**src/rtl/reset_pkg.sv**
```systemverilog
// Shared types for the SoC reset sequencer: reset-cause encoding and sequencer states.
package reset_pkg;

  typedef enum logic [1:0] {
    POWER_ON  = 2'd0,
    LOCK_LOSS = 2'd1,
    BUTTON    = 2'd2,
    SOFTWARE  = 2'd3
  } reset_cause_t;

  typedef enum logic [2:0] {
    StHold,
    StWaitLock,
    StLockStable,
    StWaitCalib,
    StSysGap,
    StPeriphGap,
    StRun
  } rstseq_state_t;

  // States in which a drop of the synchronized lock counts as a lock-loss event.
  function automatic logic past_lock_stable(input rstseq_state_t s);
    return (s == StWaitCalib) || (s == StSysGap) || (s == StPeriphGap) || (s == StRun);
  endfunction

endpackage

```
**src/rtl/debounce_filter.sv**
```systemverilog
// Two-flop synchronizer followed by a stability filter: the output follows the
// synchronized input only after CYCLES consecutive differing samples.
module debounce_filter #(
  parameter int unsigned CYCLES = 16384
) (
  input  logic clk_i,
  input  logic rst_i,
  input  logic async_i,
  output logic level_o
);

  localparam int unsigned CntW = $clog2(CYCLES + 1);

  logic            r_sync1;
  logic            r_sync2;
  logic            r_level;
  logic [CntW-1:0] r_cnt;

  always_ff @(posedge clk_i) begin
    if (rst_i) begin
      r_sync1 <= 1'b0;
      r_sync2 <= 1'b0;
      r_level <= 1'b0;
      r_cnt   <= '0;
    end else begin
      r_sync1 <= async_i;
      r_sync2 <= r_sync1;
      if (r_sync2 == r_level) begin
        r_cnt <= '0;
      end else if (r_cnt == CntW'(CYCLES - 1)) begin
        r_level <= r_sync2;
        r_cnt   <= '0;
      end else begin
        r_cnt <= r_cnt + CntW'(1);
      end
    end
  end

  assign level_o = r_level;

endmodule

```
**src/rtl/reset_sequencer.sv**
```systemverilog
// Sequenced SoC reset tree: waits for stable PLL lock, releases memory, core and
// peripheral resets in order, and records the cause of the last reset.
module reset_sequencer
  import reset_pkg::*;
#(
  parameter int unsigned LOCK_STABLE_CYCLES = 1024,
  parameter int unsigned DEBOUNCE_CYCLES    = 16384,
  parameter int unsigned RELEASE_GAP        = 16,
  parameter int unsigned CALIB_TIMEOUT      = 1048576
) (
  input  logic       clk_i,
  input  logic       rst_i,
  input  logic       pll_locked_i,
  input  logic       button_rst_i,
  input  logic       soft_rst_i,
  input  logic       mem_calib_done_i,
  output logic       mem_rst_o,
  output logic       sys_rst_o,
  output logic       periph_rst_o,
  output logic [1:0] reset_cause_o,
  output logic       calib_timeout_o
);

  localparam int unsigned LockW = $clog2(LOCK_STABLE_CYCLES + 1);
  localparam int unsigned CalW  = $clog2(CALIB_TIMEOUT + 1);
  localparam int unsigned GapW  = $clog2(RELEASE_GAP + 1);

  logic r_lock_s1, r_lock_s2, r_cal_s1, r_cal_s2;
  logic w_lock, w_calib, w_button;

  rstseq_state_t    r_state, w_state_next;
  logic [LockW-1:0] r_lock_cnt, w_lock_cnt_next;
  logic [CalW-1:0]  r_cal_cnt, w_cal_cnt_next;
  logic [GapW-1:0]  r_gap_cnt, w_gap_cnt_next;
  logic             r_mem_rst, r_sys_rst, r_periph_rst, r_calib_to;
  logic             w_mem_rst_next, w_sys_rst_next, w_periph_rst_next, w_calib_to_next;
  reset_cause_t     r_cause, w_cause_next;

  debounce_filter #(
    .CYCLES(DEBOUNCE_CYCLES)
  ) u_button_debounce (
    .clk_i  (clk_i),
    .rst_i  (rst_i),
    .async_i(button_rst_i),
    .level_o(w_button)
  );

  assign w_lock  = r_lock_s2;
  assign w_calib = r_cal_s2;

  always_ff @(posedge clk_i) begin
    if (rst_i) begin
      r_lock_s1    <= 1'b0;
      r_lock_s2    <= 1'b0;
      r_cal_s1     <= 1'b0;
      r_cal_s2     <= 1'b0;
      r_state      <= StHold;
      r_lock_cnt   <= '0;
      r_cal_cnt    <= '0;
      r_gap_cnt    <= '0;
      r_mem_rst    <= 1'b1;
      r_sys_rst    <= 1'b1;
      r_periph_rst <= 1'b1;
      r_calib_to   <= 1'b0;
      r_cause      <= POWER_ON;
    end else begin
      r_lock_s1    <= pll_locked_i;
      r_lock_s2    <= r_lock_s1;
      r_cal_s1     <= mem_calib_done_i;
      r_cal_s2     <= r_cal_s1;
      r_state      <= w_state_next;
      r_lock_cnt   <= w_lock_cnt_next;
      r_cal_cnt    <= w_cal_cnt_next;
      r_gap_cnt    <= w_gap_cnt_next;
      r_mem_rst    <= w_mem_rst_next;
      r_sys_rst    <= w_sys_rst_next;
      r_periph_rst <= w_periph_rst_next;
      r_calib_to   <= w_calib_to_next;
      r_cause      <= w_cause_next;
    end
  end

  always_comb begin
    w_state_next      = r_state;
    w_lock_cnt_next   = r_lock_cnt;
    w_cal_cnt_next    = r_cal_cnt;
    w_gap_cnt_next    = r_gap_cnt;
    w_mem_rst_next    = r_mem_rst;
    w_sys_rst_next    = r_sys_rst;
    w_periph_rst_next = r_periph_rst;
    w_calib_to_next   = r_calib_to;
    w_cause_next      = r_cause;

    if ((past_lock_stable(r_state) && !w_lock) || (r_state != StHold && w_button)) begin
      w_state_next      = StHold;
      w_lock_cnt_next   = '0;
      w_cal_cnt_next    = '0;
      w_gap_cnt_next    = '0;
      w_mem_rst_next    = 1'b1;
      w_sys_rst_next    = 1'b1;
      w_periph_rst_next = 1'b1;
      // Lock loss outranks the button when both are seen together.
      w_cause_next      = (past_lock_stable(r_state) && !w_lock) ? LOCK_LOSS : BUTTON;
    end else begin
      unique case (r_state)
        StHold: begin
          if (!w_button) w_state_next = StWaitLock;
        end
        StWaitLock: begin
          if (w_lock) begin
            w_state_next    = StLockStable;
            w_lock_cnt_next = '0;
          end
        end
        StLockStable: begin
          if (!w_lock) begin
            w_state_next    = StWaitLock;
            w_lock_cnt_next = '0;
          end else if (r_lock_cnt == LockW'(LOCK_STABLE_CYCLES)) begin
            w_state_next   = StWaitCalib;
            w_mem_rst_next = 1'b0;
            w_cal_cnt_next = '0;
          end else begin
            w_lock_cnt_next = r_lock_cnt + LockW'(1);
          end
        end
        StWaitCalib: begin
          if (w_calib || r_cal_cnt == CalW'(CALIB_TIMEOUT - 1)) begin
            w_state_next    = StSysGap;
            w_gap_cnt_next  = '0;
            w_calib_to_next = r_calib_to | ~w_calib;
          end else begin
            w_cal_cnt_next = r_cal_cnt + CalW'(1);
          end
        end
        StSysGap: begin
          if (r_gap_cnt == GapW'(RELEASE_GAP)) begin
            w_state_next   = StPeriphGap;
            w_sys_rst_next = 1'b0;
            // The release cycle itself counts toward the peripheral gap.
            w_gap_cnt_next = GapW'(1);
          end else begin
            w_gap_cnt_next = r_gap_cnt + GapW'(1);
          end
        end
        StPeriphGap: begin
          if (r_gap_cnt == GapW'(RELEASE_GAP)) begin
            w_state_next      = StRun;
            w_periph_rst_next = 1'b0;
          end else begin
            w_gap_cnt_next = r_gap_cnt + GapW'(1);
          end
        end
        StRun: begin
          if (soft_rst_i) begin
            w_state_next      = StSysGap;
            w_gap_cnt_next    = '0;
            w_sys_rst_next    = 1'b1;
            w_periph_rst_next = 1'b1;
            w_cause_next      = SOFTWARE;
          end
        end
        default: w_state_next = StHold;
      endcase
    end
  end

  assign mem_rst_o       = r_mem_rst;
  assign sys_rst_o       = r_sys_rst;
  assign periph_rst_o    = r_periph_rst;
  assign reset_cause_o   = r_cause;
  assign calib_timeout_o = r_calib_to;

endmodule

```
**config.mk**
```make
export PLATFORM = sky130hd
export DESIGN_NAME = reset_sequencer
export DESIGN_NICKNAME = d
export VERILOG_FILES = /design/src/rtl/reset_pkg.sv /design/src/rtl/debounce_filter.sv /design/src/rtl/reset_sequencer.sv
export SDC_FILE = /design/constraint.sdc
export NUM_CORES = 1
export LEC_CHECK = 0
export CAP_MARGIN = 20
export CELL_PAD_IN_SITES_DETAIL_PLACEMENT = 0
export CELL_PAD_IN_SITES_GLOBAL_PLACEMENT = 1
export CORE_MARGIN = 2
export CORE_UTILIZATION = 46
export CTS_BUF_LIST = sky130_fd_sc_hd__clkbuf_8
export CTS_CLUSTER_DIAMETER = 100
export DETAILED_ROUTE_END_ITERATION = 8
export PLACE_DENSITY_LB_ADDON = 0.2
export SLEW_MARGIN = 30
export SYNTH_ARGS = -nofsm -noshare
export SYNTH_HDL_FRONTEND = slang
export SYNTH_SLANG_ARGS = --single-unit
```
**constraint.sdc**
```tcl
create_clock -name clk_i -period 2.6 [get_ports clk_i]
set_clock_uncertainty 0.15 [all_clocks]
set_input_delay 0.52 -clock clk_i [delete_from_list [all_inputs] [get_ports clk_i]]
set_output_delay 0.52 -clock clk_i [all_outputs]
set_load 0.02 [all_outputs]
```
* After elaboration in Yosys (flattened, before gate mapping) *
Index checks and enable logic that the tools add are counted.

word-level totals
  bits in registers = 68
  input port bits = 6
  logic and storage cells = 107

operators by class
  add/sub/neg operators = 4
  eq/ne operators = 23
  multiplexer cells = 30
  bitwise gates (word level) = 4
  reductions and logical operators = 29

operators by type and width
  operator                 number
  $mux W21                 3
  $pmux W21 S2             1
  $mux W11                 3
  $mux W3                  8
  $pmux W11 S2             1
  $add A21 B1 Y21 const B  1
  $eq A21 B20 Y1 const B   1
  $pmux W3 S7              1
  $mux W5                  4
  $pmux W5 S4              1
  $add A15 B1 Y15 const B  1
  $eq A15 B14 Y1 const B   1
  $reduce_and A3 Y1        5
  $ne A2 B2 Y1 const B     7
  $reduce_bool A2 Y1       6
  $add A11 B1 Y11 const B  1
  $eq A11 B11 Y1 const B   1
  $eq A3 B3 Y1 const B     3
  $mux W2                  4
  $reduce_and A4 Y1        2
  $reduce_and A7 Y1        1
  $eq A3 B2 Y1 const B     2
  $ne A2 B1 Y1 const B     3
  $ne A3 B3 Y1 const B     2
  other kinds (17)         27

* Depth between registers and ports, before layout *
Gate-level depths: netlist of the first run.

  depth after elaboration = 8
  gate-level depth with buffers = 9
  mapped depth without buffers = 7

* Cells and area by module *
Synthesis of the first run repeated with hierarchy kept, for this count alone.

unflattened totals
  cells, all modules = 401
  area, all modules = 3,353.2 um^2

by module, submodules not included
  module           times used  cells each  area each (um^2)  seq. area each (um^2)
  reset_sequencer  1           320         2,601.2           1,001.0
  debounce_filter  1           81          752.0             360.3

* Worst setup path before layout of the first run *
OpenSTA, ideal clock, no wires.

  kind = reg2reg
  start point = register r_cal_cnt[0]
  end point = register r_cal_cnt[11]
  arrival time = 1,891 ps
  slack = 437 ps
  stages on the path, launching flop included = 8
  buffers on the path = 1
  cell sequence = dfxtp_1 -> ha_1 -> nand3_1 -> nor4_4 -> a31o_2 -> buf_6 -> nor2_2 -> a221o_1

on the way
  longest elaborated chain between the ends = 4

RTL lines
  item                                                                     line                   text
  from (decl)                                                              reset_sequencer.sv:33  logic [CalW-1:0] r_cal_cnt, w_cal_cnt_next;
  from (signal assigned)                                                   reset_sequencer.sv:73  r_cal_cnt <= w_cal_cnt_next;
  parallel branches: the longest is 4 deep, another holds $add A21 B1 Y21  -

Several ways; the timed one is not identified. The select of a mux whose other input is x is not followed.
A chain may end at the register's enable or synchronous reset.

* Worst setup path after layout of the first run *
  start point = register r_cal_cnt[1]
  end point = register r_cal_cnt[11]

Same word-level chain as after synthesis.

==> impl_results.md, run 1 <==
* Cell type with the highest aggregate area in the netlist: dfxtp_1
* Required time of the critical path at between 2 and 3 ns
* Cell count of the worst hold path at 1
* Vias in the first global route at 2970
* Slew @ Worst Pin at 0.597 ns
* Crit path kind: register to register
* DRC Markers at 0
* #FFs+latches synth at 68
* Ratio of cells with drive above 1 in the final layout at 0.138
* Synth top area share at 0.388
* Syn Inst Count at 402
* Sequential area share after synthesis at 0.388
* Tcrit/Tclk final at 0.890
* Post-DRT Antenna Nets at 0
* Distinct cell type count after synthesis at 70
* RSZ-0062 raised after global routing: false
* DR WL/cell at 15.1 microns
* CP max FO at 12
* Post-CTS Setup Inserts at 0
* DPL Wire Length at 5750 microns
* Power per Cell Area at approximately 590 nW/um^2
* Max Cap Viol at 0
* First-pass GRT wire length at between 10000 and 15000 microns
* GR Util All Layers at 0.205
* Post-Route WL at roughly 8000 microns
* Final hold vios at 0
* Peak VDD IR at between 0.3 and 0.4 mV
* Mapped Area at 3510 sq um
* Clk sinks at 68
* Syn Area/Cell at slightly below 9 sq um
* Core Region at between 7000 and 8000 sq um
* CTS Hold Buffers Added at 0
* Final setup viols at 0
* WL met2 at 3850 microns
* Area contributors post-synth: dfxtp_1, nor2_1, nand2_1, nand3_1, a21oi_1
* Cell row count at 31
* Arrival time at the worst endpoint at 2.40 ns
* Post-synth net total at between 400 and 500
* Die footprint at 8350 sq um
* Max-slew violations at 0
* # port buffers at 11
* DR top layer: met4
* Clock period minus worst slack at between 2 and 2.5 ns
* Clock Tree Buf Depth at 2
* Slew headroom at 0.598
* CP Capture Type: register
* EDFF count, synth at 0
* Die Y at 91.4 microns
* GP Congestion at 0.815
* Clk_lat worst skew at ~0.34 ns
* Final Cell Area at around 4000 sq um
* Die width at 91.4 microns
* Outcome: finished clean
* Met3 routed WL at 293 microns
* 1st-pass router iterations at 4
* Min-delay worst type: register to register
* Asr flop ratio synth at 0
* P_leak at approximately 1.4 nW
* GR Overflow Total at 0
* Worst setup SP type: register
* DR vias at 3122
* H-tree depth at 3
* Iter 0 DRT Violations at 168
* Post-synth top flop: dfxtp_1
* Root buf cell: clkbuf_8
* Fmax achieved at ~430 MHz
* Largest net degree at the start of global routing at 22
* Setup Total Neg Slack at 0 ns
* Number of CTS-inserted buffers at 9
* R2R cell count at 6
* IO Count at 12
* Mean number of vias per cell at 5.86
* Yosys warns at 0
* # diodes at 0
* Post-DP Area at ~3800 sq um
* Clock transition at the registers of the reported paths at 0.08 ns
* Area Overhead vs Synth at 15.3%
* Total Nets Final at 441
* Resize count post-CTS at 0
* M1 wire length at 3770 microns
* TritonCTS clock tree: yes
* Antenna violations before repair at 0
* Initial core utilization at 0.479
-- cell usage after synthesis (5+ instances only) --
master,n
nand2b_1,8
ha_1,6
inv_1,8
and3_1,6
nand3_1,25
nor2b_1,11
dfxtp_1,68
o31ai_1,9
or4_1,8
o21ai_0,5
nor4_1,5
a21oi_1,22
a31oi_1,5
clkbuf_1,9
buf_2,5
xnor2_1,9
nand2_1,35
xor2_1,12
nor2_1,45
nand4_1,14
-- stage by stage --
step | setup WS (ns) | total power (W) | hold WS (ns) | utilization | cells
detailed placement | 0.123 | 0.00141 | 0.279 | 0.520 | 517
CTS | 0.285 | 0.00242 | 0.297 | 0.552 | 533
floorplan | 0.437 | 0.00133 | 0.260 | - | 402
global placement | 0.152 | 0.00141 | 0.267 | 0.520 | 517
finish | 0.287 | 0.00240 | 0.289 | 0.552 | 533
global route | 0.127 | 0.00252 | 0.311 | 0.552 | 533
-- worst max-delay path: stages (launching register included) --
cell	delay (ns)
dfxtp_1	0.34
ha_1	0.21
nand3_1	0.26
nor4_4	0.37
a31o_2	0.37
nor2_2	0.16
a221o_1	0.35
-- registers in the layout (all words and copies together), names as in the netlist, 2 cells and up --
register,flops
reset_cause_o,2
r_lock_cnt,11
r_gap_cnt,5
r_cal_cnt,21
u_button_debounce.r_cnt,15
r_state,3
-- layer usage --
metal  vias to the layer above  global-route usage
li1                       1549                   -
met4                         0              0.0783
met2                        57               0.335
met5                         -                   0
met3                        11              0.0548
met1                      1505               0.259
-- power by group --
group | switching [W] | leakage, nW | internal [W]
clock | 0.000416 | 0.112 | 0.000594
sequential | 0.0000337 | 0.549 | 0.00106
combinational | 0.000181 | 0.768 | 0.000113
-- logic make-up (layout without fill, tap and decap cells) --
family,count (synthesis),in the layout,share of synthesized area
and+or+nand+nor,189,189,0.306
xor gates and xnor gates,21,21,0.0524
adders and majority gates,7,7,0.0242
AOI/OAI and AO/OA,86,86,0.178
DFF,68,68,0.388
muxes,4,4,0.0114
buffers and inverters,27,59,0.0403
-- cell usage in the layout (no fill, tap or decap), types with 3 or more instances in the layout --
cell type	netlist	layout
nor4_4	3	3
and2_1	3	3
nor2b_1	11	11
ha_1	6	6
clkdlybuf4s50_1	0	11
nand3_1	25	25
mux2i_1	4	4
o21ai_0	5	5
nand2b_1	8	8
buf_4	1	24
dfxtp_1	68	68
xor2_1	12	12
a21o_1	4	4
a221o_1	3	3
a41oi_1	3	3
a211oi_1	4	4
xnor2_1	9	9
or4_1	8	8
clkbuf_8	0	11
o31ai_1	9	9
o211ai_1	3	3
and3_1	6	6
nand4_1	14	14
inv_1	8	8
a21oi_1	22	22
o22ai_1	3	3
nor2_1	45	45
nor3_1	4	4
a31oi_1	5	5
nor4_1	5	5
nand3b_1	4	4
nand2_1	35	35
-- worst paths after layout --
kind,startpoint,end,slack [ns]
worst max register to register,r_cal_cnt[1]$_SDFFE_PP0P_,r_cal_cnt[11]$_SDFFE_PP0P_,0.29
worst min-delay path,u_button_debounce.r_sync1$_SDFF_PP0_,u_button_debounce.r_sync2$_SDFF_PP0_,0.29
worst min register to register,u_button_debounce.r_sync1$_SDFF_PP0_,u_button_debounce.r_sync2$_SDFF_PP0_,0.29
worst max-delay path,r_cal_cnt[1]$_SDFFE_PP0P_,r_cal_cnt[11]$_SDFFE_PP0P_,0.29
-- layout make-up --
cell class / count / area, sq um
Sequential cell: 68 / 1360
Fill cell: 704 / 3280
Tap cell: 99 / 124
Clock inverter: 5 / 83.8
Timing Repair Buffer: 35 / 290
Clock buffer: 11 / 151
Multi-Input combinational cell: 307 / 2010
Inverter: 8 / 30.0
(Power assumes the default switching activity.)
==> inputs of run 2 (changes only) <==
Settings changed: ABC_CLOCK_PERIOD_IN_PS set to 2600, CORE_MARGIN 2 to unset.
==> impl_results.md, run 2 (synthesis results as in run 1) <==
* Number of flip-flops in the largest register at 21 (unchanged)
* Slew headroom at 0.588 (-0.00997)
* Worst R2R Setup Slack at 0.26 ns (-0.03 ns)
* Commonest non-fill, non-tap cell in the layout: dfxtp_1
* Vias in the first global route at 2687 (-9.5%)
* IO Count at 12 (unchanged)
* Number of CTS-inserted buffers at 9 (unchanged)
* Slowest-stage cell, CP: or4_1
* Register share of total power at 0.494 (+0.038)
* CP max FO at 15 (+3)
* Cell row count at 31 (unchanged)
* Required time of the critical path at 2.74 ns (+0.06 ns)
* Die Y at 89.4 microns (-2.2%)
* DR WL/cell at 14.5 microns (-3.4%)
* Max Cap Viol at 0 (unchanged)
* Internal power at 0.00160 W (-9.4%)
* Post-DRT Antenna Nets at 0 (unchanged)
* Most frequent cells in the layout: dfxtp_1, nor2_1, nand2_1, nand3_1
* Filler instances at 662 (-6.0%)
* DPL Wire Length at 5570 microns (-3.0%)
* Final Cell Area at 3990 sq um (-1.4%)
* # port buffers at 11 (unchanged)
* Post-layout util at 0.544 (-0.00785)
* 1st-pass router iterations at 4 (unchanged)
* Critical Path Max Stage Delay at 0.52 ns (+0.15 ns)
* TritonCTS clock tree: yes
* Worst setup SP type: register
* Mean number of vias per cell at 5.74 (-2.1%)
* Power per Cell Area at 558 nW/um^2 (-5.8%)
* Clock Power Share at 0.381 (-0.041)
* Area Overhead vs Synth at 13.7%
* GR Overflow Total at 0 (unchanged)
* Total Nets Final at 439 (-0.45%)
* Final hold vios at 0 (unchanged)
* Resize count post-CTS at 0 (unchanged)
* Clock Tree Buf Depth at 2 (unchanged)
* Post-DP Area at 3800 sq um (-0.39%)
* CP Capture Type: register
* Peak VDD IR at 0.354 mV (-5.9%)
* Clock period minus worst slack at 2.34 ns (+0.0301 ns)
* Outcome: finished clean
* Core Region at 7330 sq um (unchanged)
* Largest net degree at the start of global routing at 22 (unchanged)
* Final hold slack at 0.289 ns (-0.000233 ns)
* Crit path kind: register to register
* Arrival time at the worst endpoint at 2.48 ns (+0.08 ns)
* Max-slew violations at 0 (unchanged)
* P_leak at 1.40 nW (-2.4%)
* Largest Register: r_cal_cnt
* GR Util All Layers at 0.212 (+0.00680)
* Initial core utilization at 0.479 (unchanged)
* First-pass GRT wire length at 12800 microns (-7.5%)
* Min-delay worst type: register to register
* Slew @ Worst Pin at 0.612 ns (+0.0148 ns)
* NetSw at 0.000626 W (-0.64%)
* Iter 0 DRT Violations at 156 (-7.1%)
* GP Congestion at 0.819 (+0.49%)
* Root buf cell: clkbuf_8
* Tcrit/Tclk final at 0.901 (+0.0116)
* DR vias at 3046 (-2.4%)
* Clk sinks at 68 (unchanged)
* Biggest regs: r_cal_cnt (21), u_button_debounce.r_cnt (15), r_lock_cnt (11)
* CTS Hold Buffers Added at 0 (unchanged)
* H-tree depth at 3 (unchanged)
* Fmax achieved at 427 MHz (-1.3%)
* Ratio of cells with drive above 1 in the final layout at 0.132 (-0.00630)
* Final setup viols at 0 (unchanged)
* Gate power share at 0.126 (+0.003)
* Post-Route WL at 7730 microns (-3.8%)
* Antenna violations before repair at 0 (unchanged)
* DRC Markers at 0 (unchanged)
* Cell Chain, Critical Path: buf_4, nand2b_1, a21oi_2, nand4_1, or4_1, nand2_1
* Die footprint at 7990 sq um (-4.3%)
* # diodes at 0 (unchanged)
* Die width at 89.4 microns (-2.2%)
* Clk_lat worst skew at 0.35 ns (about the same)
* Setup Total Neg Slack at 0 ns (unchanged)
* RSZ-0062 raised after global routing: false
* Clock transition at the registers of the reported paths at 0.07 ns (about the same)
* Sw frac at 0.281 (+0.0183)
* Post-CTS Setup Inserts at 0 (unchanged)
[run 2: changes by cell type in the layout (fill, tap and decap cells not counted)]
| cell | delta |
|---|---|
| clkbuf_8 | -2 |
| clkinvlp_4 | +2 |
| clkinv_2 | +1 |
| bufinv_16 | -1 |
| clkinv_4 | -1 |
| inv_1 | +1 |
| buf_4 | -2 |
[run 2: worst paths after layout]
check                                                            end  cells after the start                            startpoint
worst min register to register  u_button_debounce.r_sync2$_SDFF_PP0_                      1  u_button_debounce.r_sync1$_SDFF_PP0_
worst max register to register            r_lock_cnt[8]$_SDFFE_PP0P_                      6               r_state[0]$_SDFFE_PP0P_
worst max-delay path                      r_lock_cnt[8]$_SDFFE_PP0P_                      6               r_state[0]$_SDFFE_PP0P_
worst min-delay path            u_button_debounce.r_sync2$_SDFF_PP0_                      1  u_button_debounce.r_sync1$_SDFF_PP0_
[run 2: power by group through the flow]
stage	combinational, W	clock (W)	sequential [W]
final	0.000279	0.000847	0.00110
after global routing	0.000307	0.000928	0.00110
after CTS	0.000280	0.000876	0.00110
after detailed placement	0.000278	0	0.00112
after global placement	0.000277	0	0.00112
after floorplan	0.000233	0	0.00109
[run 2: layout make-up]
cell class | count | area [sq um] | share of cell area
Multi-Input combinational cell | 307 | 2010 | 0.503
Tap cell | 99 | 124 | 0.0310
Timing Repair Buffer | 33 | 275 | 0.0690
Inverter | 8 | 30.0 | 0.00752
Sequential cell | 68 | 1360 | 0.341
Clock inverter | 7 | 68.8 | 0.0172
Clock buffer | 9 | 124 | 0.0310
[run 2: routing by layer]
| metal | vias up | GRT usage | wire [microns] |
|---|---|---|---|
| met5 | - | 0 | 0 |
| met4 | 0 | 0.0664 | 106 |
| met3 | 9 | 0.0646 | 245 |
| met2 | 44 | 0.351 | 3760 |
| met1 | 1450 | 0.265 | 3620 |
| li1 | 1543 | - | - |
[run 2: metrics by stage]
stage / total power, W / std cells / setup WS, ns
2_1_floorplan: 0.00133 / 402 / 0.437
3_3_place_gp: 0.00140 / 515 / 0.144
3_5_place_dp: 0.00140 / 515 / 0.116
4_1_cts: 0.00225 / 531 / 0.256
5_1_grt: 0.00234 / 531 / 0.0855
6_report: 0.00223 / 531 / 0.257
[run 2: critical path, delay by kind of cell (launching register included)]
kind / cells / cell delay, ns
buf+inv: 1 / 0.25
simple gates: 4 / 1.08
flops: 1 / 0.47
compound gates: 1 / 0.33
